--- config.mk ---
export PLATFORM = sky130hd
export DESIGN_NAME = pipe_stage_reg
export DESIGN_NICKNAME = d
export VERILOG_FILES = /design/src/rtl/pipe_stage_reg.sv
export SDC_FILE = /design/constraint.sdc
export NUM_CORES = 1
export LEC_CHECK = 0
export BUFFER_PORTS_ARGS = -buffer_cell sky130_fd_sc_hd__buf_2
export CAP_MARGIN = 20
export CORE_ASPECT_RATIO = 0.7
export CORE_UTILIZATION = 46
export DETAILED_ROUTE_END_ITERATION = 16
export GPL_ROUTABILITY_DRIVEN = 0
export PLACE_DENSITY = 0.79
export SETUP_SLACK_MARGIN = 0.15
export SYNTH_ARGS = -nofsm -noshare
export SYNTH_HDL_FRONTEND = slang
export SYNTH_SLANG_ARGS = --single-unit
--- constraint.sdc ---
create_clock -name clk -period 2.85 [get_ports clk]
set_clock_uncertainty 0.05 [all_clocks]
set_input_delay 0.1425 -clock clk [delete_from_list [all_inputs] [get_ports clk]]
set_output_delay 0.1425 -clock clk [all_outputs]
set_load 0.1 [all_outputs]
--- src/rtl/pipe_stage_reg.sv ---
// Single-entry valid/ready pipeline register with bubble-safe control and a saturating stall counter.
// Define PIPE_STAGE_SKID_EN to add a second (skid) entry and a registered in_ready.
module pipe_stage_reg #(
  parameter int unsigned DATA_W = 64,
  parameter int unsigned ADDR_W = 5,
  parameter int unsigned CTRL_W = 2
) (
  input  logic              clk,
  input  logic              reset,
  input  logic              flush,
  input  logic              in_valid,
  output logic              in_ready,
  input  logic [DATA_W-1:0] in_data,
  input  logic [ADDR_W-1:0] in_rd_addr,
  input  logic [CTRL_W-1:0] in_ctrl,
  output logic              out_valid,
  input  logic              out_ready,
  output logic [DATA_W-1:0] out_data,
  output logic [ADDR_W-1:0] out_rd_addr,
  output logic [CTRL_W-1:0] out_ctrl,
  output logic [15:0]       stall_cnt
);

`ifdef PIPE_STAGE_SKID_EN
  typedef enum logic [1:0] {EMPTY = 2'd0, FULL = 2'd1, SKID = 2'd2} state_e;
`else
  typedef enum logic {EMPTY = 1'b0, FULL = 1'b1} state_e;
`endif

  state_e            state_q, state_d;
  logic [DATA_W-1:0] data_q, data_d;
  logic [ADDR_W-1:0] rd_q, rd_d;
  logic [CTRL_W-1:0] ctrl_q, ctrl_d;
  logic [15:0]       stall_q, stall_d;
  logic              push, pop;

  assign out_valid   = (state_q != EMPTY);
  assign out_data    = data_q;
  assign out_rd_addr = rd_q;
  // Control is masked on a bubble so no write-back can fire from stale bits.
  assign out_ctrl    = out_valid ? ctrl_q : '0;
  assign stall_cnt   = stall_q;
  assign pop         = out_valid && out_ready;

  always_comb begin
    stall_d = stall_q;
    if (out_valid && !out_ready && (stall_q != '1)) begin
      stall_d = stall_q + 16'd1;
    end
  end

`ifdef PIPE_STAGE_SKID_EN
  logic [DATA_W-1:0] sdata_q, sdata_d;
  logic [ADDR_W-1:0] srd_q, srd_d;
  logic [CTRL_W-1:0] sctrl_q, sctrl_d;
  logic              in_ready_q, in_ready_d;

  // in_ready comes only from a flop, breaking the out_ready -> in_ready path.
  assign in_ready = in_ready_q;
  assign push     = in_valid && in_ready_q && !flush;

  always_comb begin
    state_d    = state_q;
    data_d     = data_q;
    rd_d       = rd_q;
    ctrl_d     = ctrl_q;
    sdata_d    = sdata_q;
    srd_d      = srd_q;
    sctrl_d    = sctrl_q;
    if (flush) begin
      state_d = EMPTY;
      ctrl_d  = '0;
      sctrl_d = '0;
    end else begin
      case (state_q)
        EMPTY: begin
          if (push) begin
            state_d = FULL;
            data_d  = in_data;
            rd_d    = in_rd_addr;
            ctrl_d  = in_ctrl;
          end
        end
        FULL: begin
          if (push && pop) begin
            data_d = in_data;
            rd_d   = in_rd_addr;
            ctrl_d = in_ctrl;
          end else if (push) begin
            state_d = SKID;
            sdata_d = in_data;
            srd_d   = in_rd_addr;
            sctrl_d = in_ctrl;
          end else if (pop) begin
            state_d = EMPTY;
            ctrl_d  = '0;
          end
        end
        SKID: begin
          if (pop) begin
            state_d = FULL;
            data_d  = sdata_q;
            rd_d    = srd_q;
            ctrl_d  = sctrl_q;
            sctrl_d = '0;
          end
        end
        default: state_d = EMPTY;
      endcase
    end
    in_ready_d = (state_d != SKID);
  end

  always_ff @(posedge clk or posedge reset) begin
    if (reset) begin
      sdata_q    <= '0;
      srd_q      <= '0;
      sctrl_q    <= '0;
      in_ready_q <= 1'b0;
    end else begin
      sdata_q    <= sdata_d;
      srd_q      <= srd_d;
      sctrl_q    <= sctrl_d;
      in_ready_q <= in_ready_d;
    end
  end
`else
  assign in_ready = !reset && (!out_valid || out_ready);
  assign push     = in_valid && in_ready && !flush;

  always_comb begin
    state_d = state_q;
    data_d  = data_q;
    rd_d    = rd_q;
    ctrl_d  = ctrl_q;
    if (flush) begin
      state_d = EMPTY;
      ctrl_d  = '0;
    end else if (push) begin
      state_d = FULL;
      data_d  = in_data;
      rd_d    = in_rd_addr;
      ctrl_d  = in_ctrl;
    end else if (pop) begin
      state_d = EMPTY;
      ctrl_d  = '0;
    end
  end
`endif

  always_ff @(posedge clk or posedge reset) begin
    if (reset) begin
      state_q <= EMPTY;
      data_q  <= '0;
      rd_q    <= '0;
      ctrl_q  <= '0;
      stall_q <= '0;
    end else begin
      state_q <= state_d;
      data_q  <= data_d;
      rd_q    <= rd_d;
      ctrl_q  <= ctrl_d;
      stall_q <= stall_d;
    end
  end

endmodule

Yosys cells after proc, flatten, opt, wreduce, memory -nomap -nowiden
Cells that the tools add are included.

Flip-flop bits (word level): 88. Bits in latches: 0. Memory bits (writable): 0. Memory bits (read-only): 0. Input port bits: 76. Output and inout port bits: 89. Memories: 0.

Add/subtract/negate cells: 1. Multipliers: 0. Div/mod/pow operators: 0. Order comparisons: 0. Equality and inequality tests: 1. Shifts and indexed selects: 0. Mux-type cells: 7. Bitwise logic cells: 1. Reductions and logical operators: 13.

Operator list (count): $add A16 B1 Y16 const B (1); $ne A16 B16 Y1 const B (1); $mux W2 (4); $logic_and A1 B1 Y1 (6); $logic_not A1 Y1 (4); $mux W1 (3); $reduce_bool A3 Y1 (1); $reduce_and A2 Y1 (1); $logic_or A1 B1 Y1 (1); $not A1 Y1 (1).

Depth between registers and ports, before layout
Depth after elaboration: 7. Mapped depth: 5.

Least setup slack after synthesis
OpenSTA, ideal clock, no wires.

Path kind: reg-to-output. Start point: reg state_q, in the netlist out_valid. End point: out in_ready. Arrival: 2340 ps. Path slack: 318 ps. Stages on the path, launching flop included: 3. Path buffers: 0. Path through: dfrtp_1 nor2b_1 nor2_1.

Word-level cells in the longest chain between the ends: 3.

RTL lines: start, declared (RTL line 30) `state_e state_q, state_d;`; start signal, assigned (RTL line 159) `state_q <= state_d;`; $logic_not A1 Y1 (RTL line 128) `assign in_ready = !reset && (!out_valid || out_ready);`; $logic_or A1 B1 Y1 (RTL line 128); $logic_and A1 B1 Y1 (RTL line 128); end, declared (RTL line 12) `output logic in_ready,`.

No other way between the ends.

Final worst setup path
Start point: reg state_q, in the netlist out_valid. End point: reg data_q[33], in the netlist out_data[33].

Word-level cells in the longest chain between the ends: 6.

RTL lines: $logic_not A1 Y1 (RTL line 128); $logic_or A1 B1 Y1 (RTL line 128); $logic_and A1 B1 Y1 (RTL line 128); $logic_and A1 B1 Y1 (2 in a row) (RTL line 129) `assign push = in_valid && in_ready && !flush;`; $reduce_and A2 Y1 (no line); end signal, assigned (RTL line 160) `data_q <= data_d;`; end, declared (RTL line 31) `logic [DATA_W-1:0] data_q, data_d;`.

No other way between the ends. A chain may end at the register's enable or synchronous reset.

==> results.txt <==
* CTS buffer count: 9
* Die width: 107 µm
* Worst EP required: 3.04 ns
* Number of antenna-violating nets in the routed design: 0
- Number of standard cells in the final layout excluding fillers: 585
* Signed area change from the synthesized netlist to the final layout: 52.1%
- Syn_area_per_cell: 14.9 µm²
- The clock passes through at most 2 buffers.
* Max-slew violation count: 0
* Number of enable flip-flop cells after synthesis: 0
* Static leakage: 2.61 nW
- In the final routing, the length of wire on met1 measures 3750 µm.
- Die area: 0.00811 mm²
- The top cell types in the final layout, fill and taps aside, are buf_2, dfrtp_1, dlygate4sd3_1.
- Maximum cell stage delay along the critical path: 0.45 ns
- The number of global-route vias before repair was 2936.
- Most instantiated flip-flop cell in the synthesis netlist: dfrtp_1
- Once the floorplan was initialized, standard cells occupied 48.2% of the core.
* Final count of negative-setup-slack endpoints: 0
- Number of buffers added on ports: 164
- Count of boundary I/O pins: 165
- Cells with a size suffix above 1 make up 53.6% of the layout.
- Status: finished clean
- Number of nets in the finished design: 559
* Instance count after placement with tap cells included: 496
- Most common cell after layout, fill and taps aside: buf_2
- FMAX: 508 MHz
- The routed design uses 653 µm of met3 wire.
- For the finished layout, the period the worst path requires is 1.97 ns.
- Unique masters post-synth: 35
- The total overflow left after global routing is 0.
- The first global-routing pass estimated 14100 µm of wire.
- Number of setup buffers added after CTS: 0
- For this design, the sink count on the clock tree is 88.
- In the post-route analysis, the smallest setup slack over all paths is 0.881 ns.
- For the worst flop-to-flop path, the logic depth is 4.
* Placeable core region: 0.00738 mm²
- At the pin with the least slew margin, the transition time is 0.506 ns.
- Ys async rst share: 100%
- Number of maximum-capacitance violations: 0
* Met2 routed WL: 4600 µm
* Max-slew headroom: 66.2%
- # rows: 26
* Source of the worst register-to-register timing path: out_valid
* Synth Warn #: 0
* Largest net degree at the start of global routing: 65
* GRT Resource Usage Total: 23.5%
- Clock-pin slew was measured on the worst setup and hold paths at 0.09 ns.
- Post-synthesis cell count: 239
* Post-detailed-route wirelength per cell: 15.8 µm
- Post-synthesis sequential element count: 88
* Power density over the cells: 922 mW/mm²
* DRT iter0 DRCs: 68
- Register-to-register setup slack: 0.88 ns
- Crit-path max FO: 64
- Die Span Y: 75.6 µm
- Cell chosen for the clock root: clkbuf_8
- Dpl hpwl: 5690 µm
- Across all layers, the routed design uses 2905 vias.
- Worst min path class: input port to register
- Count of unresolved DRC violations after routing: 0
- Cells fill 73.4% of the core in the end.
- VDD sags by at most 0.000646 V.
* Top delay family on crit path: simple AND/OR/NAND/NOR gates
- Crit share post-route: 69.1%
- The number of nets handed over by synthesis was 316.
- The worst hold path begins at out_ready.
- Vias per inst: 4.97
* CP arrival: 2.16 ns
- Number of cells traversed by the worst hold path: 4
- Endpoint of the worst register-to-register path: out_data[33]
- Routed wire length: 9260 µm
- Nature of the critical path endpoint: register
- STA classifies the critical path startpoint as a register.
- Crit path kind: register to register
- The initial antenna violation count was 0.
- Cell Chain, Critical Path: nor2b_1 -> nor4b_2 -> buf_12 -> mux2_2
- Maximum level of the CTS H-tree: 3
- Critical-path cell with the highest stage delay: dfrtp_1
* Detailed-router iteration count before antenna repair: 4
- TritonCTS built the clock tree.
- Final-layout setup total negative slack: 0 ns
* Place WS: 0.881 ns
* Final antenna diode count: 0
- The path with the worst hold slack has its endpoint at stall_cnt[2].
* Worst Path Buf+Inv: 1
- Top layer used by detailed routing: met4
- Count of final hold-check violations: 0
- The mapped netlist covers 0.00356 mm².
* Skew-Pair Late Insertion Delay: 0.35 ns
- RSZ-0062 raised after global routing: no
- After synthesis, flip-flops and latches occupy 61.8% of the total area.
[worst min-delay path, cell delays in order]
cell and delay [ns]:
buf_2 0.11, nor2b_1 0.08, a21oi_1 0.15, nor2_1 0.05
[repair_timing]
action	in CTS	in global routing
hold buffers	73	0
resized for setup	0	0
hold endpoints to repair	99	0
[report_power, final]
group | internal, mW | leakage (nW) | switching, mW | total (mW)
logic | 0.444 | 1.43 | 2.02 | 2.46
registers | 1.48 | 1.07 | 0.155 | 1.63
clock network | 0.442 | 0.108 | 0.454 | 0.896
total | 2.36 | 2.61 | 2.63 | 4.99
[logic make-up (layout without fill, tap and decap cells)]
group | count (synthesis) | count (layout) | synth area share [%]
DFF | 88 | 88 | 61.8
muxes | 74 | 74 | 23.4
and+or+nand+nor | 43 | 43 | 7.17
AOI/OAI and AO/OA | 16 | 16 | 3.02
buffers and inverters | 10 | 258 | 2.56
xor gates and xnor gates | 7 | 7 | 1.72
adders and majority gates | 1 | 1 | 0.351
[metal layers]
metal | track usage, % | vias to the layer above
met2 | 39.8 | 123
met5 | 0 | -
li1 | - | 1354
met4 | 12.0 | 0
met1 | 27.7 | 1405
met3 | 7.70 | 23
[layout make-up]
class | count | area, µm²
sequential | 88 | 2200
clock inverter | 6 | 73.8
inverter | 2 | 8.76
tap | 98 | 123
multi-input combinational | 141 | 1270
fill | 492 | 1970
timing repair buffer | 240 | 1600
clock buffer | 10 | 138
[cells in the mapped netlist (3+ instances only)]
cell	number	share of area (%)
buf_6	7	2.2
dfrtp_1	88	62
xor2_1	3	0.74
nand3_1	4	0.56
nand4_1	4	0.70
nand2_1	7	0.74
nor2_1	10	1.1
xnor2_1	4	0.98
and2_1	3	0.53
a21oi_1	6	0.84
mux2_2	72	23
[metrics by stage]
stage,hold WS [ns],cell area (µm²),power [mW]
6_report,0.169,5420,4.99
5_1_grt,0.148,5420,5.17
4_1_cts,0.146,5420,5.01
3_5_place_dp,0.174,4480,4.02
3_3_place_gp,0.171,4480,3.98
2_1_floorplan,0.192,3560,3.63
[flip-flops by register name, indices dropped and copies added, names as in the netlist]
signal / flops
out_rd_addr: 5
out_valid: 1
out_data: 64
stall_cnt: 16
ctrl_q: 2
[worst max-delay path by stage]
stage | cells after the start | start | slack (ns) | end
floorplan | 2 | out_valid | 0.32 | in_ready
global placement | 4 | out_valid | 0.97 | out_data[52]
detailed placement | 4 | out_valid | 0.88 | out_data[11]
CTS | 4 | out_valid | 0.89 | out_data[36]
global route | 4 | out_valid | 0.83 | out_data[22]
finish | 4 | out_valid | 0.88 | out_data[33]
Power figures use the tool's default switching activity.
